$ cat src/rtl/plab1_imul_req_queue.sv
// Request queue in front of the iterative integer multiplier.
// Circular FIFO with val/rdy on both sides and a gated head output.
module plab1_imul_req_queue #(
  parameter int p_nbits       = 67,
  parameter int p_num_entries = 4
) (
  input  logic                             clk,
  input  logic                             reset,
  input  logic                             domain,
  input  logic                             flush,
  input  logic                             in_val,
  output logic                             in_rdy,
  input  logic [p_nbits-1:0]               in_msg,
  output logic                             out_val,
  input  logic                             out_rdy,
  output logic [p_nbits-1:0]               out_msg,
  output logic [$clog2(p_num_entries):0]   num_free_entries
);

  localparam int ptr_w = $clog2(p_num_entries);
  localparam int cnt_w = ptr_w + 1;

  localparam logic [cnt_w-1:0] depth_c = cnt_w'(p_num_entries);
  localparam logic [ptr_w-1:0] ptr_one = ptr_w'(1);
  localparam logic [cnt_w-1:0] cnt_one = cnt_w'(1);

  logic [ptr_w-1:0] enq_ptr;
  logic [ptr_w-1:0] deq_ptr;
  logic [cnt_w-1:0] count;

  logic [p_nbits-1:0] mem [p_num_entries];

  logic full;
  logic empty;
  logic enq_go;
  logic deq_go;

  // The label travels with the data; the queue itself never
  // inspects it, since every entry belongs to the current domain.
  logic domain_unused;
  assign domain_unused = domain;

  assign full  = (count == depth_c);
  assign empty = (count == '0);

  // Handshake outputs come from registered state plus flush/reset
  // only, so there is no in->out or out_rdy->in_rdy path.
  always_comb begin
    in_rdy  = !reset && !full && !flush;
    out_val = !empty && !flush;
  end

  assign enq_go = in_val && in_rdy;
  assign deq_go = out_val && out_rdy;

  // Head data is zeroed whenever it is not valid so stale
  // entries never appear on the multiplier input.
  always_comb begin
    out_msg = '0;
    if (out_val) out_msg = mem[deq_ptr];
  end

  assign num_free_entries = depth_c - count;

  // Pointer and occupancy state; flush clears it like a reset.
  always_ff @(posedge clk or posedge reset) begin
    if (reset) begin
      enq_ptr <= '0;
      deq_ptr <= '0;
      count   <= '0;
    end else if (flush) begin
      enq_ptr <= '0;
      deq_ptr <= '0;
      count   <= '0;
    end else begin
      if (enq_go) enq_ptr <= enq_ptr + ptr_one;
      if (deq_go) deq_ptr <= deq_ptr + ptr_one;
      unique case ({enq_go, deq_go})
        2'b10:   count <= count + cnt_one;
        2'b01:   count <= count - cnt_one;
        default: count <= count;
      endcase
    end
  end

  // Storage holds no reset; occupancy alone decides validity.
  always_ff @(posedge clk) begin
    if (enq_go) mem[enq_ptr] <= in_msg;
  end

endmodule
$ cat config.mk
export PLATFORM = sky130hd
export DESIGN_NAME = plab1_imul_req_queue
export DESIGN_NICKNAME = d
export VERILOG_FILES = /design/src/rtl/plab1_imul_req_queue.sv
export SDC_FILE = /design/constraint.sdc
export NUM_CORES = 1
export LEC_CHECK = 0
export ABC_AREA = 1
export ABC_CLOCK_PERIOD_IN_PS = 7000
export CAP_MARGIN = 30
export CORE_MARGIN = 2
export CORE_UTILIZATION = 55
export DETAILED_ROUTE_END_ITERATION = 6
export PLACE_DENSITY = 0.8
export SYNTH_ARGS = -nofsm -noshare
export SYNTH_HDL_FRONTEND = slang
export SYNTH_SLANG_ARGS = --single-unit
export TNS_END_PERCENT = 20
$ cat constraint.sdc
create_clock -name clk -period 7 [get_ports clk]
set_input_delay 1.4 -clock clk [delete_from_list [all_inputs] [get_ports clk]]
set_output_delay 1.4 -clock clk [all_outputs]
set_load 0.01 [all_outputs]
==> Word-level counts from Yosys, hierarchy flattened <==
Memory sizes are Yosys's and may differ from the RTL's.
Index checks and enable logic that the tools add are counted.
{ "op_classes": {"addsub": 5, "n_mul": 0, "div": 0, "magnitude_cmp": 0, "n_eq_ne": 3, "shift": 0, "muxes": 9, "bitwise_logic": 0, "n_reduce_logical": 13} }
{ "op_table": {"columns": ["op", "n"], "rows": [
  ["$mux 67", 1],
  ["$mux 2", 4],
  ["$pmux 3 s2", 1],
  ["$logic_and 1x1->1", 5],
  ["$add 2x1->2 const B", 2],
  ["$logic_not 1->1", 4],
  ["$reduce_bool 2->1", 2],
  ["$add 3x1->3 const B", 1],
  ["$eq 3x3->1 const B", 1],
  ["$logic_not 3->1", 1],
  ["$mux 3", 1],
  ["$reduce_bool 3->1", 1],
  ["$sub 3x1->3 const B", 1],
  ["$sub 3x3->3 const A", 1],
  ["$eq 2x1->1 const B", 1],
  ["$eq 2x2->1 const B", 1],
  ["$mux 1", 2]
]} }
{ "totals": {"ff_bits": 7, "latch_bits": 0, "ramBits": 268, "mem_bits_ro": 0, "in_bits": 73, "out_inout_bits": 72, "mem_count": 1} }
{ "memory_table": {"columns": ["memory", "words", "width", "read_ports", "rd_clocked_by_memory_dff", "wr", "line_no", "text"], "rows": [
  ["mem", 4, 67, 1, 0, 1, "31", "logic [p_nbits-1:0] mem [p_num_entries];"]
]} }

==> Logic depth before layout (Yosys ltp) <==
Gate-level depths: netlist of the first run.
{ "depth": {"ltp_word": 8, "mapped_depth": 15, "ltp_nobuf": 15} }

==> Least setup slack after synthesis of the first run <==
OpenSTA, ideal clock, no wires.
{ "synth_timing": {"path_kind": "in2reg", "startpoint": "input flush", "endpoint": "memory mem[0][0], enable pin", "setup_ps": 493, "t_arrival_ps": 4564, "path_slack_ps": 1943, "path_stages": 3, "path_buffers": 0, "path_cell_list": "inv_2 > nand3_1 > nor2_1"} }
{ "synth_between": {"elab_chain_len": 5} }
{ "synth_rtl": {"columns": ["element", "line_no", "text"], "rows": [
  ["from (decl)", "10", "input logic flush,"],
  ["$logic_not 1->1", "49", "in_rdy = !reset && !full && !flush;"],
  ["$logic_and 1x1->1", "49", null],
  ["$logic_and 1x1->1", "53", "assign enq_go = in_val && in_rdy;"],
  ["$mux 1", "88", "if (enq_go) mem[enq_ptr] <= in_msg;"],
  ["$mux 1 (not written as such)", "88", null],
  ["to (decl)", "31", null]
]} }
Every way passes these cells.

==> Final worst setup path of the first run <==
{ "layout_timing": {"startpoint": "input flush", "endpoint": "output out_msg[66]"} }
{ "layout_between": {"elab_chain_len": 3} }
{ "layout_rtl": {"columns": ["element", "line_no", "text"], "rows": [
  ["$logic_not 1->1", "50", "out_val = !empty && !flush;"],
  ["$logic_and 1x1->1", "50", null],
  ["$mux 67", "60", "if (out_val) out_msg = mem[deq_ptr];"],
  ["to (decl)", "16", "output logic [p_nbits-1:0] out_msg,"]
]} }
Every way passes these cells.

==> results_dict.tcl, run 1 <==
set metrics [dict create \
    clock_path_buffers 3 \
    cts_tree "yes" \
    dp_hpwl_mm 12.6 \
    via_per_inst 5.42 \
    layoutNonFillerInstCount 1284 \
    synth_cell_types 21 \
    crit_arrival_ps 3880 \
    min_period_ps 5280 \
    cp-end-kind "output pin" \
    cp_slowest_cell "clkdlybuf4s50_1" \
    syn_to_final_growth_pct 23.7 \
    max_freq_ghz 0.189 \
    hold_viol 0 \
    drc 0 \
    critPathLaunchType "primary input" \
    status "complete, no violations" \
    placed_area_sq_um 12600 \
    layout_commonest_cell "nor2_1" \
    wire_per_inst_microns 17.7 \
    vdd_drop_max_mv 0.340 \
    port_buffers 143 \
    cts-root-buf "clkbuf_16" \
    slew_violations 0 \
    gp_congestion 0.808 \
    cp.required_ps 5600 \
    core_sq_um 19500 \
    clock-sinks 275 \
    cts_resized 0 \
    maxCapViolations 0 \
    cp_common_cell "clkdlybuf4s50_1" \
    die_y_microns 145 \
    layout-drive-gt1-share 0.0658 \
    ctsHoldBuffers 0 \
    critical_path.max_fanout 33 \
    post_cts_buffers 0 \
    hp-class "register to register" \
    max-slew-margin-rel 0.351 \
    clock_latency_ps 530 \
    die-area_sq_um 21000 \
    mostFrequentLayoutCells "270 x nor2_1, 268 x edfxtp_1, 143 x clkdlybuf4s50_1" \
    grt_setup_unrepaired "no" \
    ant_nets 0 \
    yosysSeqAreaShare 0.751 \
    antenna_found_initial 0 \
    cpPeakStageDelay_ps 590 \
    syn_area_per_cell_sq_um 12.7 \
    tightestPinTransition_ps 973 \
    rows 51 \
    antennaDiodeCount 0 \
    track_usage 0.211 \
    top_level_ports 145 \
    die_x_microns 145 \
    crit_chain "clkdlybuf4s50_1 -> inv_2 -> nand2_2 -> buf_4 -> a21oi_1 -> clkdlybuf4s50_1" \
    ys_ff_latch 275 \
    gr-total-overflow 0 \
    first_global_vias 6681 \
    routed_wirelength_mm 22.7 \
    finalCritPeriodShare 0.755 \
    fin_skew_ps 19.5 \
    vias 6961 \
    design_area_sq_um 13500 \
    power_leakage_nw 4.60 \
    layout.nets 1079 \
    firstDrtPassIters 5 \
    final_util 0.694 \
    grt_max_degree 90 \
    p_per_area_nw_per_um2 333 \
    worst-r2r-setup-slack_ps 4050 \
    critPathKind "primary input to output pin" \
    cts_max_level 1 \
    synth_fp_nets 943 \
    drt-initial-drc-count 494 \
    grt_pass1_wl_mm 35.0 \
    ys.warnings.count 0 \
    initial_utilization 0.560 \
    synthCells 862 \
    synth_area_sq_um 10900 \
    cts_made_buffers 27 \
    dp.cells 1234 \
    cts.clk_slew.worst_paths_ps 60 \
    finalSetupViolCount 0 \
    tns_ps 0 \
]
==> flip-flops by register name, summed over array words and instances (netlist names) <==
register and flops:
count 3, deq_ptr 2, enq_ptr 2, mem 268
==> critical path: cells and delay by family <==
kind / cells / cell delay, ps
AOI/OAI and AO/OA: 1 / 270
and+or+nand+nor: 1 / 540
buffers and inverters: 4 / 1670
==> Yosys cell counts, drive strengths merged <==
| master | number | area [sq um] |
|---|---|---|
| clkbuf | 24 | 96.3 |
| ha | 7 | 87.6 |
| a21oi | 70 | 350 |
| nand3 | 10 | 50.1 |
| inv | 22 | 82.6 |
| xnor2 | 1 | 8.76 |
| nor2 | 275 | 1040 |
| buf | 28 | 246 |
| dfrtp | 7 | 175 |
| fa | 1 | 20.0 |
| o21bai | 1 | 7.51 |
| edfxtp | 268 | 8050 |
| nand2 | 11 | 46.3 |
| o21ai | 137 | 686 |
==> area by class of cell <==
type,count,area (sq um)
clock buffers,33,698
well taps,265,332
clock inverters,17,265
fillers,1287,5980
repair buffers,159,1610
inverters,22,83.8
flip-flops and latches,275,8230
multi-input cells,513,2330
==> per-stage QoR <==
stage / total power [mW] / hold slack (ps) / worst slack, ps
6_report: 4.51 / 579 / 1720
5_1_grt: 4.70 / 602 / 1620
4_1_cts: 4.54 / 576 / 1710
3_5_place_dp: 3.00 / 567 / 1720
3_3_place_gp: 2.97 / 543 / 1770
2_1_floorplan: 2.57 / 516 / 1940
==> metal layers <==
layer  GRT usage  vias to the layer above  part of all wire
met3      0.0365                       37             0.072
met4      0.0554                        0             0.020
met1       0.273                     3328              0.40
met2       0.373                      280              0.51
li1            -                     3316                 -
met5           0                        -                 0
==> final timing paths <==
path	start	end	depth (start not counted)
worst min-delay path	count[1]	count[1]	2
worst min register to register	count[1]	count[1]	2
worst max-delay path	flush	out_msg[66]	6
max in group asynchronous	reset	deq_ptr[0]	2
min in group asynchronous	reset	deq_ptr[1]	2
worst max register to register	count[0]	mem[2][51]	8
==> kinds of logic after synthesis <==
family                     synth area share
AOI/OAI and AO/OA                    0.0953
xor gates and xnor gates           0.000800
adders and majority gates           0.00983
buffers and inverters                0.0389
DFF                                   0.751
and+or+nand+nor                       0.104
==> report_power, final <==
part | internal (mW) | switching (mW) | total, mW
Clock | 0.968 | 0.574 | 1.54
Sequential | 1.86 | 0.0520 | 1.91
Combinational | 0.446 | 0.614 | 1.06
Note: power is estimated with default switching activity, not from simulation.
==> run 2, diff against run 1 <==
Settings changed: ABC_CLOCK_PERIOD_IN_PS 7000 to 5020.
Clock period 7 ns to 5.02 ns, I/O delays scaled along.
==> results_dict.tcl, run 2 (synthesized netlist as in run 1, its figures left out) <==
set metrics [dict create \
    status "complete, no violations" \
    slew_violations 0 \
    critPathKind "primary input to output pin" \
    grt_max_degree 71 \
    hp-class "register to register" \
    max_freq_ghz 0.246 \
    finalSetupViolCount 0 \
    firstDrtPassIters 4 \
    clock_path_buffers 3 \
    cts_made_buffers 27 \
    drc 0 \
    crit_chain "clkdlybuf4s50_1 -> inv_2 -> nand2_2 -> buf_4 -> a21oi_1 -> clkdlybuf4s50_1" \
    vias 6936 \
    placed_area_sq_um 12600 \
    port_buffers 143 \
    crit_family "buffers and inverters" \
    core_sq_um 19500 \
    post_cts_buffers 0 \
    dp_hpwl_mm 12.1 \
    cts_tree "yes" \
    tns_ps 0 \
    gp_congestion 0.741 \
    cp_common_cell "clkdlybuf4s50_1" \
    critical_path.max_fanout 30 \
    maxCapViolations 0 \
    drt-initial-drc-count 501 \
    clock_latency_ps 530 \
    first_global_vias 6923 \
    grt_pass1_wl_mm 35.2 \
    clock-sinks 275 \
    grt_setup_unrepaired "no" \
    layoutNonFillerInstCount 1279 \
    pre_cts_ws_ps 949 \
    ff2ff_path_depth 7 \
    whs_ps 571 \
    initial_utilization 0.560 \
    critPathLaunchType "primary input" \
    top_level_ports 145 \
    die-area_sq_um 21000 \
    ctsHoldBuffers 0 \
    cts_resized 0 \
    track_usage 0.210 \
    design_area_sq_um 13400 \
    min_period_ps 4060 \
    cp_num_buf_inv 4 \
    dp.cells 1233 \
    cp.required_ps 4020 \
    regMostFlops "mem" \
    cts_max_level 1 \
    setup_slack_ps 956 \
    layout-drive-gt1-share 0.0582 \
    top_regs "mem: 268 flops, count: 3 flops" \
    mostFrequentLayoutCells "270 x nor2_1, 268 x edfxtp_1, 143 x clkdlybuf4s50_1" \
    layout.nets 1078 \
    cp_slowest_cell "clkdlybuf4s50_1" \
    cts.clk_slew.worst_paths_ps 50 \
    die_x_microns 145 \
    rows 51 \
    tightestPinTransition_ps 887 \
    ant_nets 0 \
    cpPeakStageDelay_ps 590 \
    crit_arrival_ps 3060 \
    worst-path-stages 6 \
    largest_reg_flops 268 \
    syn_to_final_growth_pct 22.5 \
    cp-end-kind "output pin" \
    wire_per_inst_microns 17.3 \
    finalCritPeriodShare 0.810 \
    gr-total-overflow 0 \
    cts-root-buf "clkbuf_16" \
    min_path_cells 2 \
    vdd_drop_max_mv 0.368 \
    die_y_microns 145 \
    max-slew-margin-rel 0.408 \
    power_leakage_nw 4.53 \
    antennaDiodeCount 0 \
    fin_skew_ps 12.6 \
    via_per_inst 5.42 \
    layout_commonest_cell "nor2_1" \
    routed_wirelength_mm 22.1 \
    antenna_found_initial 0 \
    hold_viol 0 \
    p_per_area_nw_per_um2 447 \
]
==> run 2: routing by layer <==
| metal | GRT usage | vias to the layer above | wire length [microns] |
|---|---|---|---|
| met1 | 0.261 | 3306 | 8540 |
| met2 | 0.374 | 275 | 11300 |
| met4 | 0.0711 | 0 | 554 |
| met5 | 0 | - | 0 |
| met3 | 0.0374 | 43 | 1700 |
| li1 | - | 3312 | - |
==> run 2: final cells by class <==
type	instances	area, sq um
fillers	1346	6120
repair buffers	158	1630
multi-input cells	513	2330
clock inverters	12	105
clock buffers	34	702
well taps	265	332
flip-flops and latches	275	8230
inverters	22	83.8
==> run 2: where the power goes <==
part	switching (mW)	internal, mW	total (mW)
combinational	0.894	0.639	1.53
clock	0.757	1.08	1.84
sequential	0.0277	2.59	2.62
total	1.68	4.31	5.99
==> run 2: final timing paths <==
| kind | startpoint | end | slack (ps) |
|---|---|---|---|
| hold reg to reg | count[1] | count[1] | 570 |
| max in group asynchronous | reset | deq_ptr[0] | 3980 |
| setup / recovery | flush | out_msg[13] | 960 |
| min in group asynchronous | reset | count[0] | 770 |
| setup reg to reg | count[0] | mem[1][8] | 2040 |
| hold / removal | count[1] | count[1] | 570 |
==> run 2: tightest hold or removal path, stage by stage, from the launching register on <==
cell,delay (ps)
dfrtp_1,380
nand3_1,90
nand2_1,70
==> run 2: per-stage QoR <==
| stage | power (mW) | utilization |
|---|---|---|
| 6_report | 5.99 | 0.687 |
| 5_1_grt | 6.27 | 0.687 |
| 4_1_cts | 6.04 | 0.687 |
| 3_5_place_dp | 4.20 | 0.645 |
| 3_3_place_gp | 4.16 | 0.644 |
| 2_1_floorplan | 3.58 | - |
